`src/rtl/nibble_adder_pkg.sv`:
```
// Shared types and constants for the nibble-serial wide adder.
package nibble_adder_pkg;

  localparam int NIBBLE_W = 4;

  typedef enum logic [1:0] {
    IDLE = 2'd0,
    RUN  = 2'd1,
    DONE = 2'd2
  } state_t;

endpackage

```
`src/rtl/nibble_serial_adder_ctrl_rca.sv`:
```
// Four-bit ripple-carry adder slice; the controller reuses this single slice on every nibble.
module bit4_RCA
  import nibble_adder_pkg::*;
(
  input  logic [NIBBLE_W-1:0] a,
  input  logic [NIBBLE_W-1:0] b,
  input  logic                cin,
  output logic [NIBBLE_W-1:0] s,
  output logic                cout
);

  logic c;

  always_comb begin
    s = '0;
    c = cin;
    for (int i = 0; i < NIBBLE_W; i++) begin
      s[i] = a[i] ^ b[i] ^ c;
      c    = (a[i] & b[i]) | (c & (a[i] ^ b[i]));
    end
    cout = c;
  end

endmodule

```
`src/rtl/nibble_serial_adder_ctrl.sv`:
```
// WIDTH-bit add/subtract built from one 4-bit slice, walked LSB nibble first with a registered carry.
module nibble_serial_adder_ctrl
  import nibble_adder_pkg::*;
#(
  parameter int WIDTH = 16
) (
  input  logic             clk,
  input  logic             rst,
  input  logic             in_valid,
  output logic             in_ready,
  input  logic [WIDTH-1:0] a,
  input  logic [WIDTH-1:0] b,
  input  logic             cin,
  input  logic             sub,
  output logic             out_valid,
  input  logic             out_ready,
  output logic [WIDTH-1:0] sum,
  output logic             cout,
  output logic             busy
);

  localparam int NIBBLES = WIDTH / NIBBLE_W;
  localparam int CNT_W   = (NIBBLES > 1) ? $clog2(NIBBLES) : 1;
  localparam logic [CNT_W-1:0] LAST = CNT_W'(NIBBLES - 1);

  if ((WIDTH % NIBBLE_W) != 0 || WIDTH < NIBBLE_W) begin : g_width_check
    $error("nibble_serial_adder_ctrl: WIDTH must be a positive multiple of 4");
  end

  state_t              state, state_nxt;
  logic                accept, step;
  logic [WIDTH-1:0]    a_reg, b_reg, sum_reg, sum_shift;
  logic                carry_reg;
  logic [CNT_W-1:0]    count;
  logic [NIBBLE_W-1:0] nib_s;
  logic                nib_c;

  bit4_RCA u_slice (
    .a    (a_reg[NIBBLE_W-1:0]),
    .b    (b_reg[NIBBLE_W-1:0]),
    .cin  (carry_reg),
    .s    (nib_s),
    .cout (nib_c)
  );

  // New nibble enters at the top so that after NIBBLES steps the result is aligned.
  assign sum_shift = (sum_reg >> NIBBLE_W) | (WIDTH'(nib_s) << (WIDTH - NIBBLE_W));

  // Held low during reset so nothing is accepted until the first clean cycle.
  assign in_ready  = (state == IDLE) & ~rst;
  assign out_valid = (state == DONE);
  assign busy      = (state != IDLE);
  assign sum       = sum_reg;
  assign cout      = carry_reg;

  always_ff @(posedge clk or posedge rst) begin
    if (rst) state <= IDLE;
    else     state <= state_nxt;
  end

  always_comb begin
    state_nxt = state;
    accept    = 1'b0;
    step      = 1'b0;
    case (state)
      IDLE: begin
        if (in_valid && in_ready) begin
          accept    = 1'b1;
          state_nxt = RUN;
        end
      end
      RUN: begin
        step = 1'b1;
        if (count == LAST) state_nxt = DONE;
      end
      DONE: begin
        if (out_ready) state_nxt = IDLE;
      end
      default: state_nxt = IDLE;
    endcase
  end

  // Subtraction is A + ~B + 1: invert B and force the initial carry at capture.
  always_ff @(posedge clk or posedge rst) begin
    if (rst) begin
      a_reg     <= '0;
      b_reg     <= '0;
      sum_reg   <= '0;
      carry_reg <= 1'b0;
      count     <= '0;
    end else if (accept) begin
      a_reg     <= a;
      b_reg     <= sub ? ~b : b;
      carry_reg <= sub | cin;
      count     <= '0;
    end else if (step) begin
      sum_reg   <= sum_shift;
      a_reg     <= a_reg >> NIBBLE_W;
      b_reg     <= b_reg >> NIBBLE_W;
      carry_reg <= nib_c;
      count     <= count + 1'b1;
    end
  end

endmodule
```
`config.mk`:
```
export PLATFORM = sky130hd
export DESIGN_NAME = nibble_serial_adder_ctrl
export DESIGN_NICKNAME = d
export VERILOG_FILES = /design/src/rtl/nibble_adder_pkg.sv /design/src/rtl/nibble_serial_adder_ctrl_rca.sv /design/src/rtl/nibble_serial_adder_ctrl.sv
export SDC_FILE = /design/constraint.sdc
export NUM_CORES = 1
export LEC_CHECK = 0
export ABC_CLOCK_PERIOD_IN_PS = 2200
export CAP_MARGIN = 20
export CORE_ASPECT_RATIO = 0.75
export CORE_MARGIN = 2
export CORE_UTILIZATION = 25
export DETAILED_ROUTE_END_ITERATION = 10
export GPL_TIMING_DRIVEN = 0
export PLACE_DENSITY = 0.43
export SYNTH_ARGS = -nofsm -noshare
export SYNTH_HDL_FRONTEND = slang
export SYNTH_SLANG_ARGS = --single-unit
export TNS_END_PERCENT = 5
```
`constraint.sdc`:
```
create_clock -name clk -period 2.2 [get_ports clk]
set_input_delay 0.22 -clock clk [delete_from_list [all_inputs] [get_ports clk]]
set_output_delay 0.22 -clock clk [all_outputs]
set_load 0.05 [all_outputs]
```
# Word-level counts from Yosys, hierarchy flattened
# Index checks and enable logic that the tools add are counted.
# Widths: inputs -> output; s select.
# totals
regBits	53
output_inout_bits	20
wordCells	61
# classes
add_sub_neg	1
n_eq_ne	6
muxes	16
n_bitwise	26
n_reduce_logical	6
# ops
op	count
$mux 16	5
$not 16->16	1
$or 12x16->16	1
$mux 2	5
$and 1x1->1	9
$xor 1x1->1	8
$pmux 2 s3	1
$mux 1	5
$or 1x1->1	5
$eq 2x2->1 const B	2
$ne 2x1->1 const B	2
$reduce_bool 2->1	2
$reduce_and 3->1	1
$add 2x1->2 const B	1
$eq 2x1->1 const B	1
$logic_not 2->1	1
$ne 2x2->1 const B	1
$not 1->1	2
$reduce_and 2->1	1
$logic_and 1x1->1	1

# Longest topological paths before layout
# Gate-level depths: netlist (run 1).
# logic_depth
word_depth	11
ltp_mapped	10
mapped_depth_nobuf	10

# Modules after synthesis
# A second synthesis (run 1) with hierarchy kept.
# unflattened
hier_cells	278
hier_area_um2	2499.9
# modules_own_cells
module	instances	cells_each	area_per_inst_um2
nibble_serial_adder_ctrl	1	264	2382.3
bit4_RCA	1	14	117.6

# Least setup slack after synthesis (run 1)
# Ideal clock, no wire load.
# synth_timing
path_kind	register to register
startpoint	register carry_reg, in the netlist cout
endpoint	register sum_reg[15], in the netlist sum[15]
setup_ns	0.083
t_arrival_ns	2.232
setup_slack_ns	-0.115
stages_incl_launch_ff	9
path_buffers	0
synth_period_minus_slack_ns	2.315
path_cell_list	dfrtp_1 -> fa_1 -> inv_1 -> fa_1 -> inv_1 -> fa_1 -> inv_1 -> fa_1 -> o21ai_0
# synth_between
elab_chain_cells	8
# synth_rtl
item	line	source
start: declaration	nibble_serial_adder_ctrl.sv:33	logic carry_reg;
start signal: assignment	nibble_serial_adder_ctrl.sv:94	carry_reg <= sub | cin;
start signal: assignment	nibble_serial_adder_ctrl.sv:100	carry_reg <= nib_c;
$and 1x1->1	nibble_serial_adder_ctrl_rca.sv:19	c = (a[i] & b[i]) | (c & (a[i] ^ b[i]));
$or 1x1->1	nibble_serial_adder_ctrl_rca.sv:19	
$and 1x1->1	nibble_serial_adder_ctrl_rca.sv:19	
$or 1x1->1	nibble_serial_adder_ctrl_rca.sv:19	
$and 1x1->1	nibble_serial_adder_ctrl_rca.sv:19	
$or 1x1->1	nibble_serial_adder_ctrl_rca.sv:19	
$xor 1x1->1	nibble_serial_adder_ctrl_rca.sv:18	s[i] = a[i] ^ b[i] ^ c;
$or 12x16->16	nibble_serial_adder_ctrl.sv:47	assign sum_shift = (sum_reg >> NIBBLE_W) | (WIDTH'(nib_s) << (WIDTH - NIBBLE_W));
end signal: assignment	nibble_serial_adder_ctrl.sv:97	sum_reg <= sum_shift;
end: declaration	nibble_serial_adder_ctrl.sv:32	logic [WIDTH-1:0] a_reg, b_reg, sum_reg, sum_shift;
# No other way between the ends.
# A chain may end at the register's enable or synchronous reset.

# Worst setup path after layout (run 1)
# Ends and elaborated chain as after synthesis.

==> results.json, run 1 <==
{
  "grt_pass1_vias": 2070,
  "max_stage_delay_ns": 0.42,
  "synthTopCellsByArea": "dfrtp_1 (53%), nand2_1 (14%), a31oi_1 (5.0%)",
  "timing.fmax_ghz": 0.470,
  "drt-total-wl_um": 6420,
  "finalPower_mw": 4.99,
  "critPathRequiredTime_ns": 2.42,
  "core-area_um2": 9660,
  "routed-via-count": 2027,
  "htree_levels": 2,
  "power_density_nw_per_um2": 1470,
  "rsz0062_at_grt": "yes",
  "vdd_ir_drop_max_mv": 0.399,
  "grt_use_total": 0.125,
  "initial_core_util": 0.257,
  "first_pass_iters": 4,
  "die_h_um": 90.3,
  "crit_chain": "fa_2 -> inv_1 -> fa_1 -> inv_1 -> fa_1 -> inv_1 -> fa_1 -> o21ai_1",
  "clkTransAtPathRegs_ns": 0.07,
  "synth_area_leader_cell": "dfrtp_1",
  "rows": 31,
  "final_layout_size_suffix_gt1_frac": 0.0618,
  "vias_per_cell": 4.29,
  "mappedNetlistNets": 318,
  "final_max_slew_viol_count": 0,
  "dp_hpwl_um": 4680,
  "clk_latency_ns": 0.29,
  "worst_slew_pin_slew_ns": 0.740,
  "syn-mean-instance-area_um2": 9.02,
  "root_buffer": "clkbuf_16",
  "chipWidth_um": 119,
  "slew_headroom": 0.505,
  "dieArea_um2": 10700,
  "clockBufferDepth": 2,
  "fin_nets": 383,
  "seq_area_frac_synth": 0.535,
  "layout_common_cells": "nand2_1 (94), clkdlybuf4s50_1 (55), dfrtp_1 (52)",
  "fin_crit_sh": 0.966,
  "num_antenna_cells": 0,
  "arrival_ns": 2.34,
  "worstSetupStartpointType": "flop",
  "syn_area_um2": 2480,
  "grt_max_degree": 37,
  "clock_skew_ns": 0.00570,
  "cts_buffers": 5,
  "synth_cell_types": 25,
  "rr_worst_depth": 8,
  "drt_iter0_markers": 99,
  "final_common_cell": "nand2_1",
  "path_max_fanout": 2,
  "route.detailed.drc": 0,
  "ys_ff_latch": 53,
  "synth_warnings": 0,
  "hold_class": "in2async",
  "grt_overflow_total": 0,
  "grt_pass1_wl_um": 10600,
  "worst-setup-path-type": "reg2reg",
  "cap_violations": 0,
  "netlist_instances": 275,
  "cp_slowest_cell": "dfrtp_2",
  "io_pins": 58,
  "port_buffers": 56,
  "setup_viol": 0,
  "fillCellCount": 1008,
  "netlist.area_leader.share": 0.535,
  "antenna_left": 0,
  "gp_congestion": 0.719,
  "hold_viol": 0,
  "area_delta_synth_final_pct": 36.5,
  "end_kind": "flop",
  "clock-sinks": 53,
  "fin_crit_ns": 2.13,
  "p_leak_nw": 1.52,
  "status": "finished clean",
  "antenna_found_initial": 0,
  "wire_per_inst_um": 13.6,
  "postCtsHoldBufs": 0,
  "cts_tree": "yes",
  "final_core_util": 0.351
}
[cell type report]
type / instances / area, um2 / share of cell area
Sequential cell: 53 / 1330 / 0.392
Multi-Input combinational cell: 194 / 1020 / 0.303
Timing Repair Buffer: 58 / 591 / 0.174
Tap cell: 132 / 165 / 0.0488
Clock buffer: 6 / 139 / 0.0410
Buffer: 19 / 98.8 / 0.0292
Inverter: 9 / 33.8 / 0.00997
Clock inverter: 1 / 7.51 / 0.00222
[worst paths after layout]
| kind | start | endpoint | slack (ns) |
|---|---|---|---|
| min in group clk | sub | b_reg[4]$_DFFE_PP0P_ | 0.43 |
| setup / recovery | cout$_DFFE_PP0P_ | sum[15]$_DFFE_PP0P_ | 0.07 |
| hold / removal | rst | b_reg[11]$_DFFE_PP0P_ | 0.34 |
| max in group asynchronous | rst | cout$_DFFE_PP0P_ | 1.32 |
| setup reg to reg | cout$_DFFE_PP0P_ | sum[15]$_DFFE_PP0P_ | 0.07 |
| hold reg to reg | sum[0]$_DFFE_PP0P_ | sum[0]$_DFFE_PP0P_ | 0.48 |
[where the power goes]
part           internal, mW  leakage (nW)  total [mW]  switching, mW
clock                 0.448        0.0690       0.811          0.363
combinational         0.892         0.784        2.47           1.58
sequential             1.42         0.668        1.71          0.292
total                  2.76          1.52        4.99           2.23
[cell families (layout without fill, tap and decap cells)]
logic type | Yosys count | after routing | synth area share
AOI/OAI and AO/OA | 35 | 35 | 0.0903
xor gates and xnor gates | 17 | 17 | 0.0600
buffers and inverters | 28 | 93 | 0.0535
DFF | 53 | 53 | 0.535
and+or+nand+nor | 137 | 137 | 0.224
adders and majority gates | 5 | 5 | 0.0373
[synth_stat cells]
cell type	instances
nand2_1	94
nor4b_2	1
or2_2	1
dfrtp_1	53
clkbuf_1	11
nand3_1	8
a22o_1	1
nand2b_1	1
xor2_1	8
xnor2_1	9
buf_2	4
fa_1	4
nor2b_1	2
or4b_1	1
nand3b_1	1
inv_1	9
nor2_1	27
a21oi_1	2
buf_1	1
ha_1	1
nor3_1	1
buf_6	3
a31oi_1	20
o21ai_0	8
a221o_1	4
[critical path: cells and delay by family, from the launching register on]
kind                     cells  cell delay [ns]
flip-flops                   1             0.42
AO/OA/AOI/OAI                1             0.14
adder cells (fa/ha/maj)      4             1.30
buffers and inverters        3             0.19
[per-stage QoR]
stage               setup slack (ns)  std cells  TNS (ns)  instance area, um2  hold slack, ns
floorplan                     0.0204        275         0                2480           0.325
global placement              -0.725        463    -29.32                3210           0.458
detailed placement           -0.0408        464   -0.0408                3230           0.462
CTS                           0.0159        472         0                3380           0.351
global route                -0.00487        472  -0.00487                3390           0.381
finish                        0.0743        472         0                3390           0.339
[routing by layer]
| metal | global-route usage | share of wire | vias to the layer above |
|---|---|---|---|
| li1 | - | - | 1021 |
| met1 | 0.188 | 0.53 | 948 |
| met2 | 0.181 | 0.41 | 50 |
| met3 | 0.0278 | 0.049 | 8 |
| met4 | 0.0327 | 0.0093 | 0 |
| met5 | 0 | 0 | - |
[what timing repair did]
item / CTS / global route
pin swaps: 0 / 1
resized for setup: 1 / 1
setup buffers: 1 / 0
setup endpoints to repair: 1 / 2
No activity file was read; power rests on OpenSTA's default activity.
==> run 2, diff against run 1 <==
- CTS_CLUSTER_SIZE: not set -> 16
- SLEW_MARGIN: not set -> 40
==> run 2 against run 1 <==
Via count shrank 1.0%. Sequential cell count unchanged. Clock skew is essentially flat. Clock power is 2% lower. Sequential power is essentially flat. Maximum frequency decreased by 0.68%. Non-clock buffer count stayed put. Worst setup slack lost 0.015 ns. First-iteration DRC count is 9.1% higher. Clock-buffer cell count unchanged. Total power decreased by 0.50%.
==> results.json, run 2 (synthesis results as in run 1) <==
{
  "status": "finished clean",
  "max_stage_delay_ns": 0.42,
  "root_buffer": "clkbuf_16",
  "cp_top_family": "adder cells",
  "timing.fmax_ghz": 0.467,
  "die_h_um": 90.3,
  "htree_levels": 2,
  "final_max_slew_viol_count": 0,
  "grt_pass1_vias": 2047,
  "hold_viol": 0,
  "fin_cells": 472,
  "grt_max_degree": 37,
  "setup_viol": 0,
  "path_max_fanout": 2,
  "worst-setup-path-type": "reg2reg",
  "clk_latency_ns": 0.29,
  "initial_core_util": 0.257,
  "postCtsHoldBufs": 0,
  "vias_per_cell": 4.25,
  "critPathRequiredTime_ns": 2.41,
  "finalSetupTns_ns": 0,
  "drt-total-wl_um": 6360,
  "power_density_nw_per_um2": 1460,
  "cap_violations": 0,
  "fin_crit_ns": 2.14,
  "wire_per_inst_um": 13.5,
  "route.detailed.drc": 0,
  "arrival_ns": 2.35,
  "clock_skew_ns": 0.00529,
  "cp_num_buf_inv": 3,
  "slew_headroom": 0.496,
  "chipWidth_um": 119,
  "fin_crit_sh": 0.973,
  "p_leak_nw": 1.52,
  "vdd_ir_drop_max_mv": 0.389,
  "rsz0062_at_grt": "yes",
  "drt_iter0_markers": 108,
  "crit_chain": "fa_2 -> inv_1 -> fa_1 -> inv_1 -> fa_1 -> inv_1 -> fa_1 -> o21ai_1",
  "layout_common_cells": "nand2_1 (94), clkdlybuf4s50_1 (55), dfrtp_1 (52)",
  "cp_slowest_cell": "dfrtp_2",
  "antenna_left": 0,
  "cts_tree": "yes",
  "num_antenna_cells": 0,
  "core-area_um2": 9660,
  "hold_class": "in2async",
  "port_buffers": 56,
  "gp_congestion": 0.719,
  "clkTransAtPathRegs_ns": 0.07,
  "antenna_found_initial": 0,
  "grt_pass1_wl_um": 10700,
  "dieArea_um2": 10700,
  "fillCellCount": 1025,
  "end_kind": "flop",
  "cts_buffers": 5,
  "final_common_cell": "nand2_1",
  "finalPower_mw": 4.96,
  "worst_slew_pin_slew_ns": 0.754,
  "clock-sinks": 53,
  "final_layout_size_suffix_gt1_frac": 0.0618,
  "first_pass_iters": 4,
  "fin_nets": 383,
  "grt_use_total": 0.126,
  "dp_hpwl_um": 4690,
  "clockBufferDepth": 2,
  "area_delta_synth_final_pct": 36.6,
  "grt_overflow_total": 0,
  "routed-via-count": 2006,
  "worstSetupStartpointType": "flop",
  "io_pins": 58,
  "placedCellCount": 464,
  "rows": 31
}
run 2: metrics by stage:
step / hold WS, ns / util / setup WS (ns) / cell area, um2
4_1_cts: 0.319 / 0.351 / 0.0118 / 3390
6_report: 0.310 / 0.351 / 0.0597 / 3390
5_1_grt: 0.339 / 0.351 / -0.0350 / 3390
3_5_place_dp: 0.464 / 0.335 / -0.0400 / 3230
3_3_place_gp: 0.458 / 0.332 / -0.725 / 3210
2_1_floorplan: 0.325 / - / 0.0204 / 2480
run 2: path summary, 6_finish.rpt:
kind / end / from / slack [ns] / depth (start not counted)
min reg2reg: sum[3]$_DFFE_PP0P_ / sum[3]$_DFFE_PP0P_ / 0.48 / 2
max reg2reg: sum[15]$_DFFE_PP0P_ / cout$_DFFE_PP0P_ / 0.06 / 8
max: sum[15]$_DFFE_PP0P_ / cout$_DFFE_PP0P_ / 0.06 / 8
min: b_reg[11]$_DFFE_PP0P_ / rst / 0.31 / 2
min in group clk: b_reg[4]$_DFFE_PP0P_ / sub / 0.43 / 4
max in group asynchronous: cout$_DFFE_PP0P_ / rst / 1.42 / 3
run 2: layer usage:
metal  track usage  up-vias  wire (um)  share of wire
li1              -     1020          -              -
met1         0.190      933       3270           0.51
met2         0.182       51       2730           0.43
met3        0.0290        2        350          0.055
met4        0.0268        0         15         0.0024
met5             0        -          0              0
run 2: report_power, final:
part,total [mW],switching (mW),internal [mW]
clock,0.791,0.344,0.447
sequential,1.71,0.291,1.42
combinational,2.46,1.57,0.890
run 2: area by class of cell:
type / instances / area [um2] / share of cell area
repair buffers: 58 / 591 / 0.174
well taps: 132 / 165 / 0.0487
clock buffers: 6 / 139 / 0.0410
plain buffers: 19 / 98.8 / 0.0292
inverters: 9 / 36.3 / 0.0107
multi-input cells: 194 / 1020 / 0.302
clock inverters: 1 / 7.51 / 0.00221
flip-flops and latches: 53 / 1330 / 0.392
run 2: timing repair:
action,CTS,global route
resized for setup,1,1
endpoints found under the hold margin,0,0
endpoints found under the setup margin,1,3
buffers inserted,1,0
pin swaps,0,2
==> run 3, diff against run 2 <==
- ABC_CLOCK_PERIOD_IN_PS: 2200 -> 2300
- CORE_UTILIZATION: 25 -> 35
- PLACE_DENSITY: 0.43 -> 0.55
- clock period: 2.2 -> 2.3 ns (I/O delays scaled with it)
==> run 3 against run 2 <==
Final area decreased by 2.5%. Clock power decreased by 17%. Global-route usage increased by 4.0 points. Clock skew increased by 0.00094 ns.
==> results.json, run 3 (synthesis results as in run 1) <==
{
  "clock-sinks": 53,
  "wire_per_inst_um": 13.6,
  "postCtsHoldBufs": 0,
  "use_met3": 0.0374,
  "dieArea_um2": 7790,
  "grt_pass1_wl_um": 9990,
  "finalPower_mw": 4.63,
  "antenna_left": 0,
  "cts_buffers": 5,
  "drt-total-wl_um": 5770,
  "clkTransAtPathRegs_ns": 0.09,
  "hold_viol": 0,
  "port_buffers": 56,
  "grt_pass1_vias": 2068,
  "ff2ff_setup_slack_ns": 0.15,
  "p_leak_nw": 1.50,
  "power_switching_mw": 2.07,
  "grt_overflow_total": 0,
  "vias_per_cell": 4.75,
  "final_common_cell": "nand2_1",
  "status": "finished clean",
  "cts_tree": "yes",
  "clock_skew_ns": 0.00623,
  "worstSetupStartpointType": "flop",
  "grt.busiest_layer": "met2",
  "power.internal_mw": 2.56,
  "first_pass_iters": 4,
  "end_kind": "output pin",
  "final_max_slew_viol_count": 0,
  "dp_hpwl_um": 4270,
  "vdd_ir_drop_max_mv": 0.404,
  "rsz0062_at_grt": "no",
  "layout_common_cells": "nand2_1 (94), clkdlybuf4s50_1 (56), dfrtp_1 (52)",
  "final_core_util": 0.484,
  "clockBufferDepth": 2,
  "num_antenna_cells": 0,
  "power_density_nw_per_um2": 1400,
  "rr_worst_depth": 8,
  "grtUsageMet2": 0.246,
  "sw_frac_of_total": 0.447,
  "critPathRequiredTime_ns": 2.07,
  "seq_area_um2": 1330,
  "rows": 26,
  "finalSetupTns_ns": 0,
  "p_comb_frac": 0.508,
  "power.clock.fraction": 0.142,
  "area_delta_synth_final_pct": 33.1,
  "fin_crit_ns": 2.22,
  "gp_congestion": 0.768,
  "chipWidth_um": 101,
  "grt_use_met1": 0.240,
  "root_buffer": "clkbuf_8",
  "path_max_fanout": 7,
  "arrival_ns": 1.99,
  "slew_headroom": 0.586,
  "fin_crit_sh": 0.964,
  "final_layout_size_suffix_gt1_frac": 0.0587,
  "reg2reg_from": "cout$_DFFE_PP0P_",
  "r2r-end": "sum[15]$_DFFE_PP0P_",
  "worst_slew_pin_slew_ns": 0.621,
  "power_frac_seq": 0.350,
  "initial_core_util": 0.363,
  "route.detailed.drc": 0,
  "grt_use_total": 0.166,
  "htree_levels": 2,
  "multi_input_area_um2": 1030,
  "fin_hold_ws_ns": 0.334,
  "setup_viol": 0,
  "antenna_found_initial": 0,
  "core-area_um2": 6830,
  "hold_class": "in2async",
  "routed-via-count": 2018,
  "worst-setup-path-type": "reg2out",
  "die_h_um": 76.9,
  "fin_nets": 383,
  "cap_violations": 0,
  "grt_max_degree": 37,
  "io_pins": 58,
  "timing.fmax_ghz": 0.451,
  "clk_latency_ns": 0.31,
  "drt_iter0_markers": 45,
  "fillCellCount": 704
}
[run 3: cell count changes in the layout (fill, tap and decap cells not counted)]
cell	before	now
clkinvlp_4	1	0
clkdlybuf4s50_1	55	56
nor4b_4	0	1
fa_2	1	0
bufinv_16	0	1
clkbuf_16	5	0
dlymetal6s2s_1	1	0
fa_1	3	4
clkbuf_8	1	6
clkbuf_1	11	12
nor4b_2	1	0
[run 3: cell type report]
| cell class | instances | share of cell area |
|---|---|---|
| Sequential cell | 53 | 0.402 |
| Multi-Input combinational cell | 194 | 0.312 |
| Timing Repair Buffer | 58 | 0.178 |
| Tap cell | 84 | 0.0318 |
| Buffer | 19 | 0.0299 |
| Clock buffer | 7 | 0.0261 |
| Inverter | 9 | 0.0110 |
| Clock inverter | 1 | 0.00909 |
[run 3: through the flow]
step	setup WS, ns	cells	instance area [um2]
after CTS	0.0708	424	3300
after detailed placement	0.120	416	3180
after global routing	0.00390	425	3300
after global placement	-0.544	415	3150
final	0.0820	425	3300
after floorplan	0.0819	275	2480
[run 3: metal layers]
layer / share of wire / vias up
li1: - / 1016
met5: 0 / -
met1: 0.51 / 936
met2: 0.43 / 56
met3: 0.052 / 10
met4: 0.015 / 0
[run 3: how the worst max path moves through the flow]
stage / start / to / slack, ns / depth (start not counted)
2_1_floorplan: cout$_DFFE_PP0P_ / sum[15]$_DFFE_PP0P_ / 0.08 / 8
3_3_place_gp: rst / cout$_DFFE_PP0P_ / -0.54 / 2
3_5_place_dp: cout$_DFFE_PP0P_ / sum[15]$_DFFE_PP0P_ / 0.12 / 8
4_1_cts: state[1]$_DFFE_PP0P_ / in_ready / 0.07 / 3
5_1_grt: cout$_DFFE_PP0P_ / sum[15]$_DFFE_PP0P_ / 0.004 / 8
6_report: state[1]$_DFFE_PP0P_ / in_ready / 0.08 / 3
[run 3: power groups by stage]
stage / clock network, mW / logic (mW) / registers, mW
2_1_floorplan: 0 / 1.18 / 2.04
3_3_place_gp: 0 / 2.31 / 1.64
3_5_place_dp: 0 / 2.35 / 1.65
4_1_cts: 0.676 / 2.36 / 1.63
5_1_grt: 0.711 / 2.63 / 1.69
6_report: 0.659 / 2.35 / 1.62
[run 3: timing repair]
action / in CTS / in global routing
endpoints found under the hold margin: 0 / 0
setup endpoints to repair: 0 / 1
buffers inserted: 0 / 1
gates resized for setup: 0 / 1
[run 3: worst max-delay path, cell delays in order (launching register included)]
cell             delay, ns
dfrtp_1               0.47
or2_2                 0.33
nor2_1                0.08
clkdlybuf4s50_1       0.80
